$ cat config.mk
export PLATFORM = sky130hd
export DESIGN_NAME = fetch_unit
export DESIGN_NICKNAME = d
export VERILOG_FILES = /design/src/rtl/fetch_unit.sv
export SDC_FILE = /design/constraint.sdc
export NUM_CORES = 1
export LEC_CHECK = 0
export CORE_MARGIN = 2
export CORE_UTILIZATION = 40
export DETAILED_ROUTE_END_ITERATION = 12
export GPL_TIMING_DRIVEN = 0
export MAX_ROUTING_LAYER = met4
export PLACE_DENSITY = 0.8
export SKIP_CTS_REPAIR_TIMING = 1
export SLEW_MARGIN = 25
export SYNTH_ARGS = -nofsm -noshare
export SYNTH_HDL_FRONTEND = slang
export SYNTH_SLANG_ARGS = --single-unit
$ cat constraint.sdc
create_clock -name clk -period 1.8 [get_ports clk]
set_input_delay 0.27 -clock clk [delete_from_list [all_inputs] [get_ports clk]]
set_output_delay 0.27 -clock clk [all_outputs]
set_load 0.02 [all_outputs]
$ cat src/rtl/fetch_unit.sv
// Instruction fetch stage: PC -> req/ack instruction memory -> valid/ready slot to decode.
// Optional misaligned-PC trap enabled by defining FETCH_MISALIGN_TRAP_EN.
module fetch_unit #(
  parameter logic [31:0] RESET_INSTR = 32'h00000013
) (
  input  logic        clk,
  input  logic        rst,
  input  logic [31:0] pc,
  input  logic        redirect,
  output logic        fetch_stall,
  output logic        imem_req,
  output logic [31:0] imem_addr,
  input  logic        imem_ack,
  input  logic [31:0] imem_rdata,
  output logic        instr_valid,
  input  logic        instr_ready,
  output logic [31:0] instr,
  output logic [31:0] instr_pc,
  output logic        instr_misalign
);

  localparam logic [31:0] ADDR_MASK = 32'hFFFF_FFFC;

  typedef enum logic [1:0] {IDLE, REQ, DROP} state_t;

  state_t state, state_nxt;
  logic   slot_free;
  logic   misaligned;
  logic   trap_block;
  logic   issue;
  logic   load;
  logic   trap_load;
  logic   req_clr;

  assign slot_free = !instr_valid || instr_ready;

`ifdef FETCH_MISALIGN_TRAP_EN
  logic trapped;

  assign misaligned = (pc[1:0] != 2'b00);
  assign trap_block = trapped;

  // Once a misalign marker is produced, nothing is fetched until the PC is redirected.
  always_ff @(posedge clk) begin
    if (rst)
      trapped <= 1'b0;
    else if (redirect)
      trapped <= 1'b0;
    else if (trap_load)
      trapped <= 1'b1;
  end

  always_ff @(posedge clk) begin
    if (rst)
      instr_misalign <= 1'b0;
    else if (!redirect && load)
      instr_misalign <= 1'b0;
    else if (!redirect && trap_load)
      instr_misalign <= 1'b1;
  end
`else
  assign misaligned     = 1'b0;
  assign trap_block     = 1'b0;
  assign instr_misalign = 1'b0;
`endif

  always_ff @(posedge clk) begin
    if (rst)
      state <= IDLE;
    else
      state <= state_nxt;
  end

  always_comb begin
    state_nxt = state;
    unique case (state)
      IDLE: if (issue) state_nxt = REQ;
      REQ: begin
        if (imem_ack)
          state_nxt = IDLE;
        else if (redirect)
          state_nxt = DROP;
      end
      DROP: if (imem_ack) state_nxt = IDLE;
      default: state_nxt = IDLE;
    endcase
  end

  always_comb begin
    issue     = 1'b0;
    trap_load = 1'b0;
    load      = 1'b0;
    req_clr   = 1'b0;
    unique case (state)
      IDLE: begin
        if (slot_free && !redirect && !trap_block) begin
          if (misaligned)
            trap_load = 1'b1;
          else
            issue = 1'b1;
        end
      end
      REQ: begin
        if (imem_ack) begin
          req_clr = 1'b1;
          load    = !redirect;
        end
      end
      DROP: if (imem_ack) req_clr = 1'b1;
      default: ;
    endcase
    fetch_stall = !load;
  end

  always_ff @(posedge clk) begin
    if (rst) begin
      imem_req    <= 1'b0;
      imem_addr   <= '0;
      instr_valid <= 1'b0;
      instr       <= RESET_INSTR;
      instr_pc    <= '0;
    end else begin
      if (issue) begin
        imem_req  <= 1'b1;
        imem_addr <= pc & ADDR_MASK;
      end else if (req_clr) begin
        imem_req <= 1'b0;
      end

      // Redirect flushes the slot even if decode accepts it this same cycle.
      if (redirect) begin
        instr_valid <= 1'b0;
      end else if (load) begin
        instr_valid <= 1'b1;
        instr       <= imem_rdata;
        instr_pc    <= imem_addr;
      end else if (trap_load) begin
        instr_valid <= 1'b1;
        instr       <= RESET_INSTR;
        instr_pc    <= pc;
      end else if (instr_ready) begin
        instr_valid <= 1'b0;
      end
    end
  end

endmodule
# Yosys cells after proc, flatten, opt, wreduce, memory -nomap -nowiden
# Index checks and enable logic that the tools add are counted.
# W data, S select, Z words.
[word_totals]
reg_bits = 98
latch_bits = 0
ramBits = 0
rom_bits = 0
output_inout_bits = 100
wordCells = 41
memories = 0
[classes]
addsub = 0
multipliers = 0
n_div = 0
n_lt_le_gt_ge = 0
n_eq_ne = 5
n_shift = 0
mux = 17
n_bitwise = 1
n_reduce_logical = 12
[ops]
columns = ["cell", "count"]
rows = [
  ["$mux W32", 2],
  ["$mux W1", 10],
  ["$mux W2", 4],
  ["$pmux W2 S3", 1],
  ["$ne A2 B2 Y1 const B", 2],
  ["$reduce_bool A2 Y1", 2],
  ["$reduce_or A2 Y1", 2],
  ["$logic_not A1 Y1", 3],
  ["$ne A3 B3 Y1 const B", 1],
  ["$reduce_and A3 Y1", 1],
  ["$eq A2 B1 Y1 const B", 1],
  ["$eq A2 B2 Y1 const B", 1],
  ["$logic_not A2 Y1", 1],
  ["$reduce_and A2 Y1", 1],
  ["$logic_and A1 B1 Y1", 1],
  ["$logic_or A1 B1 Y1", 1],
  ["$not A1 Y1", 1],
]

# Depth between registers and ports, before layout
# Gate-level depths: netlist of run 1.
[logic_depth]
ltp_word = 7
ltp_mapped = 9

# Worst setup path before layout of run 1
# Ideal clock, no wire load.
[synth_timing]
path_kind = "register to output"
start = "register state[1]"
end = "output fetch_stall"
arrival_time_ps = 1270
t_required_ps = 1530
path_slack_ps = 260
stages_incl_launch_ff = 8
cell_sequence = "dfxtp_1 -> inv_1 -> ha_1 -> nor2b_1 -> and2_1 -> buf_2 -> inv_4 -> buf_2"
[synth_via]
elab_chain_cells = 3
[synth_lines]
columns = ["element", "line", "rtl"]
rows = [
  ["start: declaration", "26", "state_t state, state_nxt;"],
  ["start signal: assignment", "71", "state <= state_nxt;"],
  ["$eq A2 B1 Y1", "94", "unique case (state)"],
  ["$mux W1", "94", ""],
  ["$logic_not A1 Y1", "112", "fetch_stall = !load;"],
  ["end: declaration", "10", "output logic fetch_stall,"],
]
# No other way between the ends.

# Worst setup path after layout of run 1
# Same ends and word-level chain as after synthesis.

==> qor.yml, run 1 <==
cts:
  htree_levels: 3
  clk_pin_slew_ns: 0.09
  cts_sinks: 96
  worstSkewPairLatency_ns: 0.34
  cts_made_buffers: 9
  clock_path_buffers: 2
  cts-root-buf: "clkbuf_8"
  cts_tree: "yes"
floorplan:
  die_w_um: 96.3
  num_io_pins: 169
  rows: 33
  die_h_um: 96.3
  floorplan.initialDensity_pct: 41.3
  design.die.area_mm2: 0.00928
  core-area_mm2: 0.00826
route:
  ant_nets: 0
  drt-pass1-iter-count: 4
  vias: 3411
  drc: 0
  drt-initial-drc-count: 100
  avgViaCountPerCell: 4.69
  routed_wl_um: 9590
  wl_per_cell_um: 13.2
setup_path:
  cp.arrival_ns: 1.58
  crit_path_start_kind: "flop"
  crit_path_end_kind: "output pin"
  worstPathRequired_ns: 1.53
  r2r_cells: 10
  critical_path_class: "reg2out"
  cp_max_fo: 5
synthesis:
  yosysTopAreaCell: "dfxtp_1"
  syn_inst: 432
  synth_warnings: 0
  syn_area_mm2: 0.00341
  netlist.area_leader.share_pct: 56.4
  yosysSeqAreaShare_pct: 56.4
  synth_cell_type_count: 23
  ys_ff_latch: 96
  synth.area.top_cells: "dfxtp_1 (56%), nand2_1 (20%), a21oi_1 (13%)"
  postSynthAreaPerCell_um2: 7.89
layout:
  nets: 690
  drive_above_1_share_pct: 8.35
  antennaDiodeCount: 0
  fillers: 715
  areaGrowthSynthToFinish_pct: 61.6
  post-route-cell-area_mm2: 0.00551
grt:
  track_usage_pct: 21.0
  grt_antenna_before_repair: 0
  grt_pass1_wl_um: 14800
  grt_pass1_vias: 3218
  grt_max_degree: 16
  grt_overflow: 0
hold_path:
  holdPathStages: 2
  hold_path_class: "reg2reg"
power:
  leakage_nw: 1.99
  ir_worst_vdd_v: 0.000497
  power_density_mw_per_mm2: 795
timing:
  rsz0062_at_grt: "true"
  fin_skew_ns: 0.00859
  setup_viol: 1
  slew_viol_final: 0
  hold_viol: 0
  fmax_mhz: 540
  fin_setup_tns_ns: -0.0535
  relSlewSlack_pct: 65.6
  post-route-period-util_pct: 103
  worst_slack_ns: -0.0535
  worst_pin_slew_ns: 0.516
  fin_crit_ns: 1.85
placement:
  place_area_mm2: 0.00516
  routabilityCongestion: 0.750
  dp_hpwl_um: 7050
  io_buffers: 160
run_status:
  outcome: "complete, but fails checks"
  violations: "negative setup slack"
run:
  drv_cap: 0
-- registers in the layout, indices dropped and copies added, names as in the netlist --
signal       count
instr_valid      1
imem_req         1
state            2
imem_addr       30
instr_pc        30
instr           32
-- cells in the mapped netlist --
cell	number
nand2_1	186
clkbuf_1	17
buf_2	13
o31ai_1	1
a21boi_0	1
nor2_1	1
and3_1	1
nand3b_1	3
conb_1	1
or4b_1	1
dfxtp_1	96
o21ba_1	1
nand2b_1	1
nor2b_1	1
a21oi_1	91
ha_1	3
buf_4	5
o21ai_0	2
nand3_1	1
a211oi_1	1
inv_4	1
inv_1	3
and2_1	1
-- worst max-delay path: stages (launching register included) --
cell and delay [ns]:
dfxtp_2 0.34, inv_2 0.07, ha_4 0.12, nor2b_4 0.13, and2_4 0.14, buf_6 0.12
clkinv_8 0.05, buf_8 0.12, buf_6 0.12
-- cell usage in the layout, fill, tap and decap left out, types with 2 or more instances in the layout --
master and instances:
clkdlybuf4s50_1 159, dfxtp_2 2, ha_1 2, o21ai_0 2
nand3b_1 3, buf_2 11, inv_1 2, nand2_1 186
buf_4 15, dfxtp_1 94, clkbuf_1 17, clkinvlp_4 2
a21oi_1 91, buf_6 2, clkbuf_8 10, conb_1 5
-- cell type report --
type                            instances  area [um2]  share of cell area, %
Clock buffer                           12         145                   2.63
Inverter                                4        27.5                  0.500
Sequential cell                        96        1920                   34.9
Tap cell                              105         131                   2.38
Buffer                                 35         184                   3.34
Timing Repair Buffer                  171        1700                   30.9
Multi-Input combinational cell        301        1340                   24.3
Clock inverter                          4        53.8                  0.976
-- path summary, 6_finish.rpt --
check / startpoint / end / slack, ns
max: state[1] / fetch_stall / -0.05
min: instr_pc[23] / instr_pc[23] / 0.46
min reg2reg: instr_pc[23] / instr_pc[23] / 0.46
max reg2reg: state[1] / instr[13] / 0.08
-- stage by stage --
step / hold WS (ns) / util (%) / worst slack, ns / total power, mW / instances
after floorplan: 0.348 / - / 0.260 / 2.63 / 436
after global placement: 0.441 / 62.5 / -0.709 / 2.99 / 701
after detailed placement: 0.446 / 62.5 / -0.742 / 3.00 / 701
after CTS: 0.444 / 64.9 / -0.960 / 4.39 / 717
after global routing: 0.441 / 66.7 / -0.128 / 4.58 / 728
final: 0.455 / 66.7 / -0.0535 / 4.38 / 728
-- power by group --
part	internal, mW	switching (mW)	leakage, nW	total [mW]
clock	0.685	0.716	0.0928	1.40
combinational	0.363	0.357	1.12	0.720
sequential	2.21	0.0564	0.781	2.26
total	3.25	1.13	1.99	4.38
-- logic make-up (layout without fill, tap and decap cells) --
logic type,after synthesis,after routing,synth area share [%]
buf+inv,39,226,5.39
simple gates,196,196,22.4
compound gates,97,97,14.6
flops,96,96,56.4
other cells,1,5,0.110
fa+ha+maj,3,3,1.10
-- routing by layer --
layer  vias up  track usage [%]  part of all wire [%]
li1       1749                -                     -
met1      1536             23.7                    42
met2       118             36.5                    50
met3         8             5.17                   7.1
met4         0             6.69                   1.0
met5         -                -                     0
Power figures use the tool's default switching activity.
==> run 2: changes to the inputs <==
--- a/config.mk
+++ b/config.mk
@@ -5,13 +5,16 @@
 export SDC_FILE = /design/constraint.sdc
 export NUM_CORES = 1
 export LEC_CHECK = 0
-export CORE_MARGIN = 2
-export CORE_UTILIZATION = 40
+export CELL_PAD_IN_SITES_DETAIL_PLACEMENT = 1
+export CELL_PAD_IN_SITES_GLOBAL_PLACEMENT = 2
+export CORE_MARGIN = 4
+export CORE_UTILIZATION = 21
 export DETAILED_ROUTE_END_ITERATION = 12
 export GPL_TIMING_DRIVEN = 0
 export MAX_ROUTING_LAYER = met4
-export PLACE_DENSITY = 0.8
+export PLACE_DENSITY_LB_ADDON = 0.1
 export SKIP_CTS_REPAIR_TIMING = 1
+export SKIP_LAST_GASP = 1
 export SLEW_MARGIN = 25
 export SYNTH_ARGS = -nofsm -noshare
 export SYNTH_HDL_FRONTEND = slang
==> run 2 against run 1 <==
The flow still finishes with violations (negative setup slack). Maximum frequency down 0.97%. Worst hold slack worse by 0.0020 ns. Largest power group unchanged. Wire length up 29%. Total power up 11%. Global-route usage down 7.1 points.
==> qor.yml, run 2 (synthesized netlist as in run 1, its figures left out) <==
setup_path:
  critical_path_class: "reg2out"
  crit_path_end_kind: "output pin"
  crit_path_start_kind: "flop"
  max_stage_delay_ns: 0.34  # about the same
  r2r_end: "state[1]"
  critPathTopFamily: "buffers and inverters"
  worstPathRequired_ns: 1.53  # about the same
  cp_num_buf_inv: 5  # unchanged
  cp_cell_sequence: "inv_2, ha_4, nor2b_4, and2_4, buf_8, clkinv_8, buf_12, buf_6"
  ff2ff_setup_slack_ns: 0.08  # about the same
  r2r_start: "state[1]"
  crit_path_top_delay_cell: "dfxtp_2"
  r2r_cells: 7  # -3
  cp_max_fo: 9  # +4
  cp.arrival_ns: 1.60  # +0.02 ns
route:
  ant_nets: 0  # unchanged
  wl_per_cell_um: 14.8  # +13%
  vias: 3471  # +1.8%
  drt-initial-drc-count: 113  # +13%
  drc: 0  # unchanged
  drt-pass1-iter-count: 4  # unchanged
  avgViaCountPerCell: 4.15  # -11%
  routed_wl_um: 12400  # +29%
placement:
  placed_cells: 812  # +16%
  dp_hpwl_um: 9270  # +32%
  dpl_worst_slack_ns: -0.778  # -0.0362 ns
  place_area_mm2: 0.00530  # +2.7%
  routabilityCongestion: 0.772  # +2.9%
  io_buffers: 160  # unchanged
grt:
  grt_pass1_vias: 3572  # +11%
  grt_antenna_before_repair: 0  # unchanged
  grt_pass1_wl_um: 19200  # +30%
  track_usage_pct: 13.8  # -7.1 points
  grt_overflow: 0  # unchanged
  grt_max_degree: 15  # -1
floorplan:
  die_h_um: 135  # +41%
  rows: 46  # +39%
  floorplan.initialDensity_pct: 21.5  # -20 points
  core-area_mm2: 0.0159  # +92%
  num_io_pins: 169  # unchanged
  die_w_um: 135  # +41%
  design.die.area_mm2: 0.0183  # +98%
hold_path:
  holdPathStages: 2  # unchanged
  hold-path-endpoint: "instr_pc[27]"
  hold_path_class: "reg2reg"
  min_from: "instr_pc[27]"
timing:
  fmax_mhz: 534  # -0.97%
  hold_ws_ns: 0.453  # -0.00202 ns
  post-route-period-util_pct: 104  # +1.0 points
  rsz0062_at_grt: "true"
  worst_pin_slew_ns: 0.568  # +0.0520 ns
  hold_viol: 0  # unchanged
  fin_crit_ns: 1.87  # +0.0181 ns
  setup_viol: 1  # unchanged
  fin_skew_ns: 0.00544  # -0.00315 ns
  relSlewSlack_pct: 62.1  # -3.5 points
  worst_slack_ns: -0.0716  # -0.0181 ns
  fin_setup_tns_ns: -0.0716  # -0.0181 ns
  slew_viol_final: 0  # unchanged
run_status:
  outcome: "complete, but fails checks"
  violations: "negative setup slack"
cts:
  htree_levels: 3  # unchanged
  cts_made_buffers: 9  # unchanged
  cts_tree: "yes"
  worstSkewPairLatency_ns: 0.35  # about the same
  cts_sinks: 96  # unchanged
  clock_path_buffers: 2  # unchanged
  clk_pin_slew_ns: 0.06  # -0.03 ns
  cts-root-buf: "clkbuf_16"
power:
  power_density_mw_per_mm2: 851  # +7.0%
  finalPower_mw: 4.86  # +11%
  ir_worst_vdd_v: 0.000389  # -22%
  leakage_nw: 2.04  # +2.5%
layout:
  areaGrowthSynthToFinish_pct: 67.6
  largest_reg_flops: 32  # unchanged
  fin_util_pct: 36.0  # -31 points
  finalNonFillerCells: 836  # +15%
  nets: 687  # -0.43%
  antennaDiodeCount: 0  # unchanged
  top_register: "instr"
  reg_top3: "instr x32, imem_addr x30, instr_pc x30"
  final_cell_mix: "nand2_1 (186), clkdlybuf4s50_1 (159), dfxtp_1 (94)"
  final_common_cell: "nand2_1"
  drive_above_1_share_pct: 9.03  # +0.69 points
  post-route-cell-area_mm2: 0.00571  # +3.7%
run:
  drv_cap: 0  # unchanged
-- run 2: changes by cell type in the layout (fill, tap and decap cells not counted), sizes merged --
cell	previous run	this run
clkinvlp	2	0
clkbuf	29	30
clkinv	2	4
buf	30	27
bufinv	1	0
-- run 2: worst max-delay path by stage --
| stage | to | cells after the start | start | slack (ns) |
|---|---|---|---|---|
| final | fetch_stall | 8 | state[1] | -0.07 |
| after floorplan | fetch_stall | 7 | state[1] | 0.26 |
| after global routing | fetch_stall | 8 | state[1] | -0.15 |
| after global placement | fetch_stall | 7 | redirect | -0.79 |
| after CTS | fetch_stall | 8 | state[1] | -1.02 |
| after detailed placement | fetch_stall | 7 | redirect | -0.78 |
-- run 2: power breakdown --
part | leakage [nW] | switching, mW | internal [mW]
registers | 0.781 | 0.0571 | 2.21
clock network | 0.145 | 0.810 | 1.04
logic | 1.12 | 0.378 | 0.365
total | 2.04 | 1.25 | 3.62
-- run 2: layer usage --
layer | wire length (um) | track usage, % | part of all wire (%)
met5 | 0 | - | 0
met4 | 227 | 5.21 | 1.8
met3 | 784 | 4.05 | 6.3
met2 | 5890 | 21.7 | 47
met1 | 5510 | 16.9 | 44
-- run 2: tightest hold or removal path, delay by kind of cell (launching register included) --
family | cells | cell delay, ns
simple gates | 1 | 0.05
flops | 1 | 0.31
compound gates | 1 | 0.05
-- run 2: layout make-up --
type,instances,area (um2)
Tap cell,216,270
Fill cell,1904,10200
Inverter,4,27.5
Multi-Input combinational cell,301,1350
Buffer,35,199
Clock buffer,13,270
Sequential cell,96,1920
Clock inverter,3,15.0
Timing Repair Buffer,168,1660
